**src/rtl/syscall_console_if.sv**
```systemverilog
// Signal bundle between the CPU/board side and the SYSCALL operator console.
// master = CPU/board side, slave = console.
interface syscall_console_if;
    logic [31:0] display;
    logic        halt;
    logic        btn_go;
    logic        GO;
    logic [7:0]  an;
    logic [6:0]  seg;
    logic        dp;
    logic [31:0] shown;
    logic [1:0]  dbg_state;

    // GO is a registered single-cycle pulse with no ready: the CPU must sample it on the cycle it is high.
    modport master (
        output display, halt, btn_go,
        input  GO, an, seg, dp, shown, dbg_state
    );
    modport slave (
        input  display, halt, btn_go,
        output GO, an, seg, dp, shown, dbg_state
    );
endinterface

```
**src/rtl/syscall_console.sv**
```systemverilog
// SYSCALL operator console: 8-digit multiplexed hex display of the halt word plus a debounced GO button.
// Optional macro BLANK_LEADING_ZERO_EN darkens leading zero digits (digit 0 always lit).
module syscall_console #(
    parameter logic [15:0] SCAN_DIV     = 16'd50000,
    parameter logic [19:0] DEBOUNCE_CNT = 20'd1000000
) (
    input logic          clk,
    input logic          CLR,
    syscall_console_if.slave bus
);

    typedef enum logic [1:0] {
        REL_WAIT   = 2'd0,
        RELEASED   = 2'd1,
        PRESS_WAIT = 2'd2,
        HELD       = 2'd3
    } deb_state_t;

    logic        btn_m, btn_s;
    logic [15:0] div;
    logic [2:0]  idx;
    logic [31:0] shown;
    logic [7:0]  an;
    logic [6:0]  seg;
    logic        dp;
    logic        go;
    logic        tick;
    logic        blank;
    logic [7:0]  an_next;

    deb_state_t  state, state_next;
    logic [19:0] count, count_next;
    logic        go_next;

    function automatic logic [6:0] hex7seg(input logic [3:0] v);
        case (v)
            4'h0: hex7seg = 7'h40;
            4'h1: hex7seg = 7'h79;
            4'h2: hex7seg = 7'h24;
            4'h3: hex7seg = 7'h30;
            4'h4: hex7seg = 7'h19;
            4'h5: hex7seg = 7'h12;
            4'h6: hex7seg = 7'h02;
            4'h7: hex7seg = 7'h78;
            4'h8: hex7seg = 7'h00;
            4'h9: hex7seg = 7'h10;
            4'hA: hex7seg = 7'h08;
            4'hB: hex7seg = 7'h03;
            4'hC: hex7seg = 7'h46;
            4'hD: hex7seg = 7'h21;
            4'hE: hex7seg = 7'h06;
            default: hex7seg = 7'h0E;
        endcase
    endfunction

    assign tick = (div == SCAN_DIV - 16'd1);

`ifdef BLANK_LEADING_ZERO_EN
    assign blank = (idx != 3'd0) && ((shown >> {idx, 2'b00}) == 32'd0);
`else
    assign blank = 1'b0;
`endif

    assign an_next = ~(8'b1 << idx) | {8{blank}};

    always_ff @(posedge clk or posedge CLR) begin
        if (CLR) begin
            btn_m <= 1'b0;
            btn_s <= 1'b0;
        end else begin
            btn_m <= bus.btn_go;
            btn_s <= btn_m;
        end
    end

    // shown only reloads when the scan wraps, so a frame never mixes two display words
    always_ff @(posedge clk or posedge CLR) begin
        if (CLR) begin
            div   <= 16'd0;
            idx   <= 3'd0;
            shown <= 32'd0;
            an    <= 8'hFF;
            seg   <= 7'h7F;
            dp    <= 1'b1;
        end else begin
            if (tick) begin
                div <= 16'd0;
                idx <= idx + 3'd1;
                if (idx == 3'd7) shown <= bus.display;
            end else begin
                div <= div + 16'd1;
            end
            an  <= an_next;
            seg <= hex7seg(shown[{idx, 2'b00} +: 4]);
            dp  <= ~((idx == 3'd0) && bus.halt);
        end
    end

    always_ff @(posedge clk or posedge CLR) begin
        if (CLR) begin
            state <= REL_WAIT;
            count <= 20'd0;
            go    <= 1'b0;
        end else begin
            state <= state_next;
            count <= count_next;
            go    <= go_next;
        end
    end

    always_comb begin
        state_next = state;
        count_next = count;
        go_next    = 1'b0;
        case (state)
            REL_WAIT: begin
                if (btn_s) begin
                    count_next = 20'd0;
                end else if (count == DEBOUNCE_CNT - 20'd1) begin
                    state_next = RELEASED;
                    count_next = 20'd0;
                end else begin
                    count_next = count + 20'd1;
                end
            end
            RELEASED: begin
                if (btn_s) begin
                    state_next = PRESS_WAIT;
                    count_next = 20'd0;
                end
            end
            PRESS_WAIT: begin
                if (!btn_s) begin
                    state_next = RELEASED;
                    count_next = 20'd0;
                end else if (count == DEBOUNCE_CNT - 20'd1) begin
                    // a press accepted while the CPU is running is consumed without a pulse
                    state_next = HELD;
                    count_next = 20'd0;
                    go_next    = bus.halt;
                end else begin
                    count_next = count + 20'd1;
                end
            end
            default: begin
                if (!btn_s) begin
                    state_next = REL_WAIT;
                    count_next = 20'd0;
                end
            end
        endcase
    end

    assign bus.GO        = go;
    assign bus.an        = an;
    assign bus.seg       = seg;
    assign bus.dp        = dp;
    assign bus.shown     = shown;
    assign bus.dbg_state = state;

endmodule

```
**src/flat_wrapper.sv**
```systemverilog
// flat-port wrapper written by rule: the top's interface ports become plain ports
module syscall_console_flat 
#(
    parameter logic [15:0] SCAN_DIV     = 16'd50000,
    parameter logic [19:0] DEBOUNCE_CNT = 20'd1000000
)
  (clk, CLR, bus_display, bus_halt, bus_btn_go, bus_GO, bus_an, bus_seg, bus_dp, bus_shown, bus_dbg_state);
  syscall_console_if bus_i ();
  input logic clk;
  input logic CLR;
  input wire logic [$bits(bus_i.display)-1:0] bus_display;
  input wire logic [$bits(bus_i.halt)-1:0] bus_halt;
  input wire logic [$bits(bus_i.btn_go)-1:0] bus_btn_go;
  output wire logic [$bits(bus_i.GO)-1:0] bus_GO;
  output wire logic [$bits(bus_i.an)-1:0] bus_an;
  output wire logic [$bits(bus_i.seg)-1:0] bus_seg;
  output wire logic [$bits(bus_i.dp)-1:0] bus_dp;
  output wire logic [$bits(bus_i.shown)-1:0] bus_shown;
  output wire logic [$bits(bus_i.dbg_state)-1:0] bus_dbg_state;
  assign bus_i.display = bus_display;
  assign bus_i.halt = bus_halt;
  assign bus_i.btn_go = bus_btn_go;
  assign bus_GO = bus_i.GO;
  assign bus_an = bus_i.an;
  assign bus_seg = bus_i.seg;
  assign bus_dp = bus_i.dp;
  assign bus_shown = bus_i.shown;
  assign bus_dbg_state = bus_i.dbg_state;
  syscall_console #(.SCAN_DIV(SCAN_DIV), .DEBOUNCE_CNT(DEBOUNCE_CNT)) u_core (.clk(clk), .CLR(CLR), .bus(bus_i));
endmodule
```
**config.mk**
```make
export PLATFORM = sky130hd
export DESIGN_NAME = syscall_console_flat
export DESIGN_NICKNAME = d
export VERILOG_FILES = /design/src/rtl/syscall_console_if.sv /design/src/rtl/syscall_console.sv /design/src/flat_wrapper.sv
export SDC_FILE = /design/constraint.sdc
export NUM_CORES = 1
export LEC_CHECK = 0
export BUFFER_PORTS_ARGS = -buffer_cell sky130_fd_sc_hd__clkbuf_2
export CAP_MARGIN = 40
export CORE_ASPECT_RATIO = 0.5
export CORE_MARGIN = 2
export CORE_UTILIZATION = 56
export CTS_CLUSTER_SIZE = 16
export DETAILED_ROUTE_END_ITERATION = 10
export GPL_TIMING_DRIVEN = 0
export HOLD_SLACK_MARGIN = 0.02
export PLACE_DENSITY = 0.78
export SYNTH_ARGS = -nofsm -noshare
export SYNTH_HDL_FRONTEND = slang
export SYNTH_SLANG_ARGS = --single-unit
```
**constraint.sdc**
```tcl
create_clock -name clk -period 3.4 [get_ports clk]
set_input_delay 0.68 -clock clk [delete_from_list [all_inputs] [get_ports clk]]
set_output_delay 0.68 -clock clk [all_outputs]
set_load 0.02 [all_outputs]
```
==> results of run 1 <==
[Yosys cell counts (7+ instances only)]
master / number
dfrtp_1: 76
mux2_4: 30
nand2_1: 22
nand3_1: 18
ha_1: 17
inv_1: 17
dfstp_2: 16
nor2_1: 15
o21ai_0: 15
a22oi_1: 14
xnor2_1: 12
mux2i_1: 10
or3_1: 9
mux4_2: 8
o31ai_1: 8
or4_1: 8
clkbuf_1: 7
[registers in the layout, summed over array words and instances (netlist names)]
| name | count |
|---|---|
| u_core.bus.shown | 32 |
| u_core.count | 20 |
| u_core.div | 16 |
| u_core.bus.an | 8 |
| u_core.bus.seg | 7 |
| u_core.idx | 3 |
| u_core.bus.dbg_state | 2 |
| u_core.btn_m | 1 |
| u_core.btn_s | 1 |
| u_core.bus.GO | 1 |
| u_core.bus.dp | 1 |
[power groups by stage]
stage	clock network, mW	logic, mW	registers, mW
2_1_floorplan	0	0.0885	1.20
3_3_place_gp	0	0.188	1.17
3_5_place_dp	0	0.195	1.17
4_1_cts	1.08	0.197	1.15
5_1_grt	1.12	0.214	1.16
6_report	1.07	0.194	1.15
[stage by stage]
| stage | total power, mW | std cells |
|---|---|---|
| after floorplan | 1.292 | 374 |
| after global placement | 1.361 | 572 |
| after detailed placement | 1.370 | 573 |
| after CTS | 2.434 | 589 |
| after global routing | 2.493 | 589 |
| final | 2.417 | 589 |
[cell families after synthesis]
group | count (synthesis) | synth area share, %
flip-flops | 92 | 50.23
XOR/XNOR | 18 | 3.410
AO/OA/AOI/OAI | 52 | 7.443
buffers and inverters | 33 | 3.383
adder cells (fa/ha/maj) | 17 | 4.601
AND/OR/NAND/NOR | 107 | 13.37
multiplexers | 55 | 17.56
[metal layers]
layer / GRT usage, % / routed length, um
met2: 38.60 / 4951
met4: 7.258 / 112
met3: 5.259 / 354
met5: 0 / 0
met1: 27.70 / 4060
[final cells by class]
type	instances	area, um2
multi-input combinational	249	2145
clock buffer	10	229.0
inverter	17	66.31
timing repair buffer	87	457.9
sequential	92	2322
tap	112	140.1
fill	587	2457
buffer	16	92.59
clock inverter	6	90.09
[how the worst min path moves through the flow]
stage / from / end / slack, ns
6_report: CLR / u_core.count[0] / 0.34
5_1_grt: u_core.btn_m / u_core.btn_s / 0.35
4_1_cts: u_core.btn_m / u_core.btn_s / 0.35
3_5_place_dp: u_core.btn_m / u_core.btn_s / 0.33
3_3_place_gp: u_core.btn_m / u_core.btn_s / 0.34
2_1_floorplan: u_core.btn_m / u_core.btn_s / 0.33
==> results.py, run 1 <==
metrics = {
    "synthesis": {
        "synth_area_leaders": "dfrtp_1, mux2_4, dfstp_2",
        "ys_seq_elements": 92,
        "synth_top_area_cell": "dfrtp_1",
        "yosysSeqAreaShare_pct": 50.23,
        "synth.distinct_cells": 49,
        "yosysTopAreaCellShare_pct": 41.14,
        "synth_edf_count": 0,
        "yosys_warnings": 0,
        "synth_ff_type": "dfrtp_1",
        "netlist_instances": 374,
        "netlist_area_mm2": 0.004623,
        "syn-num-nets": 427,
        "synth_area_per_cell_um2": 12.36,
        "ys_async_sr_fraction_pct": 100.0,
    },
    "sta": {
        "fin_crit_ns": 2.710,
        "final-setup-viol-count": 0,
        "max_slew_margin_pct": 49.99,
        "final-hold-violation-count": 0,
        "finalCritPeriodShare_pct": 79.71,
        "finalMaxSlewViolations": 0,
        "rsz0062_at_grt": "no",
        "timing.hold.ws_ns": 0.3435,
        "fmax_mhz": 369.0,
        "finClkSkew_ns": 0.006683,
        "fin_setup_tns_ns": 0,
        "max_slew.worst_pin.slew_ns": 0.7434,
        "worst_slack_ns": 0.6897,
    },
    "job": {
        "cap_violations": 0,
    },
    "setup_path": {
        "cp_num_cells": 7,
        "r2r_cells": 7,
        "slowest_delay_ns": 0.57,
        "cp-startpoint": "u_core.idx[1]",
        "r2r_end": "u_core.bus.seg[0]",
        "critical_path_class": "flip-flop to flip-flop",
        "worst-path-buf-inv": 2,
        "cp-start-kind": "flip-flop",
        "crit_chain": "clkbuf_1, mux4_2, mux2i_1, inv_1, ha_1, and3_1, a211o_1",
        "critPathTopFamily": "multiplexers",
        "reg2reg_slack_ns": 0.69,
        "worstReg2RegStart": "u_core.idx[1]",
        "cp-endpoint": "u_core.bus.seg[0]",
        "slowest_stage": "mux2i_1",
        "worst-path-max-fanout": 9,
        "arrival_ns": 2.98,
        "crit_required_ns": 3.67,
        "crit_path_end_kind": "flip-flop",
    },
    "power": {
        "power_density_mw_per_mm2": 436.1,
        "switching_share_pct": 22.89,
        "p_int_mw": 1.864,
        "p_clk_share_pct": 44.2,
        "peakVddDrop_mv": 0.3391,
        "seqPwrFrac_pct": 47.8,
        "pwr-share-comb_pct": 8.0,
        "p_switching_mw": 0.5534,
        "power.leakage_nw": 2.646,
    },
    "route": {
        "routed_via_density": 5.626,
        "route.antenna.remaining_nets": 0,
        "vias": 3314,
        "wire_per_inst_um": 16.09,
        "drc": 0,
        "wl_um": 9479,
        "dr.pass1.iters": 4,
        "drt-initial-drc-count": 208,
    },
    "outcome": {
        "outcome": "complete, no violations",
    },
    "cts": {
        "holdBufCountCts": 0,
        "cts.sinks": 92,
        "cts_tree": "done",
        "clockBufferDepth": 2,
        "post_cts_buffers": 0,
        "cts_buffers": 9,
        "cts_resized": 0,
        "clk_pin_slew_ns": 0.07,
        "ctsRootBufferMaster": "clkbuf_16",
        "insertion_delay_ns": 0.34,
        "cts.htree.levels": 3,
    },
    "global_routing": {
        "grt_pass1_vias": 3189,
        "antenna_found_initial": 0,
        "grt_pass1_wl_um": 15230,
        "grt-ovfl-total": 0,
        "grt_use_total_pct": 21.99,
        "grt_max_degree": 58,
    },
    "place": {
        "portBuffers": 86,
        "place_hpwl_um": 6652,
        "dpl_cell_area_mm2": 0.005224,
        "gp_congestion": 0.8158,
        "place_ws_ns": 0.7386,
    },
    "layout": {
        "layout_common_cells": "clkbuf_2, dfrtp_1, mux2_4, nand2_1, nand3_1",
        "layout-drive-gt1-share_pct": 37.53,
        "antenna_cells": 0,
        "final_common_cell": "clkbuf_2",
        "final_util_pct": 69.28,
        "finalNetCount": 525,
        "synthToLayoutAreaGrowth_pct": 19.89,
        "stdcell_area_mm2": 0.005543,
    },
    "floorplanning": {
        "rows": 23,
        "core_area_mm2": 0.008000,
        "dieArea_mm2": 0.009043,
        "fp.dieW_um": 132.5,
        "start_util_pct": 57.79,
        "chipHeight_um": 68.25,
        "ios": 87,
    },
    "hold_path": {
        "hold_path_class": "input pin to async pin",
    },
}
(Power assumes the default switching activity.)
==> inputs of run 2 (changes only) <==
--- a/config.mk
+++ b/config.mk
@@ -9,12 +9,12 @@
 export CAP_MARGIN = 40
 export CORE_ASPECT_RATIO = 0.5
 export CORE_MARGIN = 2
-export CORE_UTILIZATION = 56
+export CORE_UTILIZATION = 50
 export CTS_CLUSTER_SIZE = 16
 export DETAILED_ROUTE_END_ITERATION = 10
 export GPL_TIMING_DRIVEN = 0
 export HOLD_SLACK_MARGIN = 0.02
-export PLACE_DENSITY = 0.78
+export PLACE_DENSITY = 0.74
 export SYNTH_ARGS = -nofsm -noshare
 export SYNTH_HDL_FRONTEND = slang
 export SYNTH_SLANG_ARGS = --single-unit
==> constraint.sdc (replaced) <==
create_clock -name clk -period 2.45 [get_ports clk]
set_input_delay 0.49 -clock clk [delete_from_list [all_inputs] [get_ports clk]]
set_output_delay 0.49 -clock clk [all_outputs]
set_load 0.02 [all_outputs]
==> run 2 against run 1 <==
Flip-flop and latch count stayed put. Count of clock-buffer cells in the layout is 2 higher. Combinational power grew 43%. Critical path type unchanged. Highest routed layer unchanged. Wire length is 3.9% higher. Fmax is 16% higher. Global-route usage fell by 2.1 points. Critical path depth down 1. Clock power increased by 24%. Hold slack got worse by 0.090 ns. First-iteration DRC count down 10%. Via count down 1.2%. Largest power group unchanged. Die area rose by 11%.
==> results.py, run 2 (synthesis gave the netlist of run 1 again) <==
metrics = {
    "power": {
        "power_density_mw_per_mm2": 573.0,
        "seqPwrFrac_pct": 49.9,
        "pwr-share-comb_pct": 8.6,
        "p_clk_share_pct": 41.5,
        "peakVddDrop_mv": 0.3842,
        "fin_total_pwr_mw": 3.208,
        "p_int_mw": 2.444,
        "p_switching_mw": 0.7648,
        "power.leakage_nw": 2.633,
        "switching_share_pct": 23.84,
    },
    "setup_path": {
        "critical_path_class": "flip-flop to flip-flop",
        "slowest_stage": "nor4_4",
        "crit_required_ns": 2.67,
        "slowest_delay_ns": 0.56,
        "worst-path-max-fanout": 10,
        "crit_path_end_kind": "flip-flop",
        "crit_chain": "ha_1, nand3_1, nor4_4, nand2_2, buf_6, mux2_4",
        "arrival_ns": 2.55,
        "cp-start-kind": "flip-flop",
    },
    "sta": {
        "fin_crit_ns": 2.328,
        "finClkSkew_ns": 0.009923,
        "final-hold-violation-count": 0,
        "max_slew.worst_pin.slew_ns": 0.7222,
        "finalCritPeriodShare_pct": 95.01,
        "fmax_mhz": 429.6,
        "worst_slack_ns": 0.1222,
        "max_slew_margin_pct": 51.75,
        "finalMaxSlewViolations": 0,
        "final-setup-viol-count": 0,
        "fin_setup_tns_ns": 0,
    },
    "cts": {
        "cts.sinks": 92,
        "cts.htree.levels": 3,
        "cts_tree": "done",
        "ctsRootBufferMaster": "clkbuf_16",
        "clockBufferDepth": 2,
        "cts_buffers": 9,
        "insertion_delay_ns": 0.34,
        "clk_pin_slew_ns": 0.06,
    },
    "layout": {
        "regMostFlops": "u_core.bus.shown",
        "antenna_cells": 0,
        "nFillCells": 684,
        "finalNetCount": 526,
        "layout_common_cells": "clkbuf_2, dfrtp_1, mux2_4, nand2_1, nand3_1",
        "synthToLayoutAreaGrowth_pct": 21.11,
        "largest_reg_flops": 32,
        "largest_registers": "u_core.bus.shown (32), u_core.count (20), u_core.div (16)",
        "stdcell_area_mm2": 0.005599,
        "layout-drive-gt1-share_pct": 39.96,
        "seq_area_mm2": 0.002322,
        "multi_input_area_mm2": 0.002197,
        "final_common_cell": "clkbuf_2",
    },
    "hold_path": {
        "hold_path_class": "input pin to async pin",
    },
    "floorplanning": {
        "ios": 87,
        "dieArea_mm2": 0.01008,
        "chipHeight_um": 72.00,
        "start_util_pct": 52.37,
        "core_area_mm2": 0.008828,
        "rows": 24,
        "fp.dieW_um": 140.0,
    },
    "route": {
        "drt-initial-drc-count": 187,
        "vias": 3274,
        "wl_um": 9853,
        "drc": 0,
        "routed_via_density": 5.503,
        "route.antenna.remaining_nets": 0,
        "dr.pass1.iters": 4,
        "wire_per_inst_um": 16.56,
    },
    "place": {
        "place_ws_ns": -0.2380,
        "portBuffers": 86,
        "gp_congestion": 0.7772,
        "place_hpwl_um": 6749,
        "dpl_cell_area_mm2": 0.005244,
    },
    "global_routing": {
        "grt_pass1_wl_um": 15830,
        "grt_max_degree": 34,
        "grt_use_total_pct": 19.92,
        "antenna_found_initial": 0,
        "grt_pass1_vias": 3239,
        "grt-ovfl-total": 0,
    },
    "job": {
        "cap_violations": 0,
    },
    "outcome": {
        "outcome": "complete, no violations",
    },
}
run 2: timing repair:
action,CTS,global route
gates cloned,0,0
setup buffers,0,1
setup endpoints to repair,11,23
hold buffers,0,0
gates resized for setup,5,12
run 2: power groups by stage:
stage	clock network [mW]	registers, mW	logic [mW]
after floorplan	0	1.67	0.123
final	1.33	1.60	0.277
after detailed placement	0	1.63	0.274
after CTS	1.35	1.60	0.277
after global routing	1.41	1.61	0.303
after global placement	0	1.63	0.263
run 2: final cells by class:
class                   instances  area share [%]
clock inverters                 4          0.5810
well taps                     117           2.615
plain buffers                  15           1.765
multi-input cells             249           39.24
repair buffers                 89           8.536
clock buffers                  12           4.581
flip-flops and latches         92           41.47
inverters                      17           1.207
run 2: stage by stage:
stage               instances  hold WS, ns  utilization, %
floorplan                 374       0.3312               -
global placement          577       0.3331           58.94
detailed placement        579       0.3379           59.40
CTS                       595       0.2518           62.81
global route              595       0.2498           63.42
finish                    595       0.2534           63.42
run 2: path summary, 6_finish.rpt:
check,end,slack (ns),start,cells after the start
worst max register to register,u_core.bus.shown[3],0.12,u_core.div[0],6
max in group asynchronous,u_core.bus.an[7],1.55,CLR,3
min in group clk,u_core.btn_m,0.26,bus_btn_go,1
worst min register to register,u_core.btn_s,0.34,u_core.btn_m,0
worst max-delay path,u_core.bus.shown[3],0.12,u_core.div[0],6
worst min-delay path,u_core.count[6],0.25,CLR,2
run 2: critical path, delay by kind of cell (launching register included):
kind | cells | cell delay, ns
AND/OR/NAND/NOR | 3 | 1.08
buffers and inverters | 1 | 0.22
multiplexers | 1 | 0.30
adder cells (fa/ha/maj) | 1 | 0.20
flip-flops | 1 | 0.40
run 2: metal layers:
layer | vias up | global-route usage [%] | wire (um)
li1 | 1568 | - | -
met1 | 1604 | 26.28 | 4341
met2 | 87 | 32.95 | 4840
met3 | 15 | 5.017 | 516
met4 | 0 | 6.778 | 154
met5 | - | 0 | 0
==> inputs of run 3 (changes only) <==
--- a/config.mk
+++ b/config.mk
@@ -5,16 +5,18 @@
 export SDC_FILE = /design/constraint.sdc
 export NUM_CORES = 1
 export LEC_CHECK = 0
+export ABC_AREA = 1
 export BUFFER_PORTS_ARGS = -buffer_cell sky130_fd_sc_hd__clkbuf_2
 export CAP_MARGIN = 40
 export CORE_ASPECT_RATIO = 0.5
 export CORE_MARGIN = 2
-export CORE_UTILIZATION = 50
+export CORE_UTILIZATION = 51
 export CTS_CLUSTER_SIZE = 16
 export DETAILED_ROUTE_END_ITERATION = 10
 export GPL_TIMING_DRIVEN = 0
 export HOLD_SLACK_MARGIN = 0.02
 export PLACE_DENSITY = 0.74
+export SKIP_CTS_REPAIR_TIMING = 1
 export SYNTH_ARGS = -nofsm -noshare
 export SYNTH_HDL_FRONTEND = slang
 export SYNTH_SLANG_ARGS = --single-unit
==> run 3 against run 2 <==
First-iteration DRC count rose by 10%. Setup slack improved by 0.17 ns. Count of clock-buffer cells in the layout up 1. Highest routed layer unchanged.
==> results.py, run 3 <==
metrics = {
    "outcome": {
        "outcome": "complete, no violations",
    },
    "sta": {
        "finalCritPeriodShare_pct": 87.88,
        "final-setup-viol-count": 0,
        "max_slew.worst_pin.slew_ns": 0.7413,
        "finalMaxSlewViolations": 0,
        "worst_slack_ns": 0.2970,
        "max_slew_margin_pct": 50.47,
        "fmax_mhz": 464.5,
        "final-hold-violation-count": 0,
        "fin_setup_tns_ns": 0,
        "fin_crit_ns": 2.153,
        "rsz0062_at_grt": "no",
        "finClkSkew_ns": 0.004545,
    },
    "route": {
        "wire_per_inst_um": 12.28,
        "wl_um": 10780,
        "routed_via_density": 4.815,
        "dr.pass1.iters": 5,
        "drc": 0,
        "vias": 4228,
        "drt-initial-drc-count": 206,
        "route.antenna.remaining_nets": 0,
    },
    "place": {
        "gp_congestion": 0.8621,
        "place_ws_ns": 0.3523,
        "place_hpwl_um": 8010,
        "portBuffers": 86,
        "dpl_cell_area_mm2": 0.005698,
    },
    "synthesis": {
        "synth_top_area_cell": "dfrtp_1",
        "synth_ff_type": "dfrtp_1",
        "syn-num-nets": 692,
        "synth.distinct_cells": 35,
        "synth_area_leaders": "dfrtp_1, nand2_1, dfstp_2",
        "netlist_instances": 639,
        "synthTopCellsByCount": "nand2_1, inv_1, dfrtp_1, nor2_1, nand3_1",
        "yosysTopAreaCellShare_pct": 37.62,
        "ys_async_sr_fraction_pct": 100.0,
        "synth_area_per_cell_um2": 7.911,
        "yosys_warnings": 0,
        "synth_most_common_cell": "nand2_1",
        "ys_seq_elements": 92,
        "synth_edf_count": 0,
        "yosysSeqAreaShare_pct": 45.94,
        "netlist_area_mm2": 0.005055,
    },
    "setup_path": {
        "worst-path-max-fanout": 11,
        "cp-start-kind": "flip-flop",
        "crit_path_end_kind": "flip-flop",
        "critical_path_class": "flip-flop to flip-flop",
        "crit_required_ns": 2.72,
        "arrival_ns": 2.43,
    },
    "floorplanning": {
        "rows": 25,
        "ios": 87,
        "chipHeight_um": 74.40,
        "start_util_pct": 52.98,
        "dieArea_mm2": 0.01077,
        "core_area_mm2": 0.009540,
        "fp.dieW_um": 144.8,
    },
    "layout": {
        "final_common_cell": "nand2_1",
        "stdcell_area_mm2": 0.006003,
        "largest_registers": "u_core.bus.shown (32), u_core.count (20), u_core.div (16)",
        "layout-drive-gt1-share_pct": 24.36,
        "synthToLayoutAreaGrowth_pct": 18.76,
        "largest_reg_flops": 32,
        "layout_common_cells": "nand2_1, inv_1, clkbuf_2, dfrtp_1, nor2_1",
        "finalNetCount": 791,
        "antenna_cells": 0,
        "regMostFlops": "u_core.bus.shown",
    },
    "global_routing": {
        "antenna_found_initial": 0,
        "grt_use_total_pct": 21.48,
        "grt-ovfl-total": 0,
        "grt_pass1_vias": 4011,
        "grt_max_degree": 35,
        "grt_pass1_wl_um": 18040,
    },
    "cts": {
        "clockBufferDepth": 2,
        "cts.sinks": 92,
        "cts_buffers": 9,
        "cts_tree": "done",
        "ctsRootBufferMaster": "clkbuf_16",
        "cts.htree.levels": 3,
        "clk_pin_slew_ns": 0.06,
        "insertion_delay_ns": 0.34,
    },
    "power": {
        "p_clk_share_pct": 46.3,
        "peakVddDrop_mv": 0.3359,
        "power_density_mw_per_mm2": 508.1,
        "seqPwrFrac_pct": 50.2,
        "switching_share_pct": 20.88,
        "p_switching_mw": 0.6367,
        "pwr-share-comb_pct": 3.4,
        "power.leakage_nw": 3.233,
        "p_int_mw": 2.413,
    },
    "hold_path": {
        "hold_path_class": "input pin to async pin",
    },
    "job": {
        "cap_violations": 0,
    },
}
[run 3: cell count changes after synthesis, moves of 10 or more]
cell,delta
inv_1,+87
nand3_1,+33
mux2_4,-30
a22oi_1,-14
mux2i_1,-10
nor2_1,+53
o21ai_2,+32
nand2_1,+155
[run 3: metrics by stage]
step           utilization (%)  total power [mW]  instances  hold slack, ns
2_1_floorplan                -             1.614        639          0.3312
3_3_place_gp             59.30             1.657        860          0.3355
3_5_place_dp             59.72             1.667        862          0.3544
4_1_cts                  62.92             3.078        878          0.2568
5_1_grt                  62.92             3.157        878          0.2502
6_report                 62.92             3.050        878          0.2600
[run 3: power by group through the flow]
stage                     clock [mW]  combinational [mW]  sequential, mW
after floorplan                    0              0.0542            1.56
after global placement             0              0.0974            1.56
after detailed placement           0               0.108            1.56
after CTS                       1.44               0.108            1.53
after global routing            1.50               0.121            1.53
final                           1.41               0.104            1.53
[run 3: area by class of cell]
class                   instances  area [um2]
repair buffers                 88       470.5
inverters                     111       420.4
clock buffers                  13       260.3
plain buffers                  14       115.1
flip-flops and latches         92        2322
fillers                       849        3537
multi-input cells             422        2201
clock inverters                 3       45.04
well taps                     135       168.9
[run 3: worst max-delay path, cell delays in order (launching register included)]
cell and delay [ns]:
dfrtp_1 0.41, buf_4 0.18, inv_2 0.13, buf_4 0.21, nand2_1 0.07, nand3_1 0.08, nand3_1 0.10, nand2_1 0.23
inv_1 0.13, ha_1 0.23, nand3_1 0.13, nand2_1 0.08, nand2_1 0.06, nand2_1 0.05
[run 3: cells by family after synthesis]
group,synth area share [%]
flip-flops,45.94
adder cells (fa/ha/maj),4.208
AO/OA/AOI/OAI,7.525
AND/OR/NAND/NOR,29.03
buffers and inverters,10.52
XOR/XNOR,2.772
[run 3: per-layer routing]
layer  part of all wire [%]  global-route usage (%)  routed length [um]
met1                     48                   28.80                5142
met2                     46                   35.90                4989
met3                    4.9                   4.765                 530
met4                    1.1                   5.825                 118
met5                      0                       0                   0
[run 3: path summary, 6_finish.rpt]
check | cells past startpoint | to | from | slack (ns)
min in group clk | 1 | u_core.btn_m | bus_btn_go | 0.26
setup / recovery | 13 | u_core.bus.seg[6] | u_core.idx[0] | 0.30
max in group asynchronous | 4 | u_core.bus.an[1] | CLR | 1.31
hold / removal | 2 | u_core.count[19] | CLR | 0.26
setup reg to reg | 13 | u_core.bus.seg[6] | u_core.idx[0] | 0.30
hold reg to reg | 0 | u_core.btn_s | u_core.btn_m | 0.37
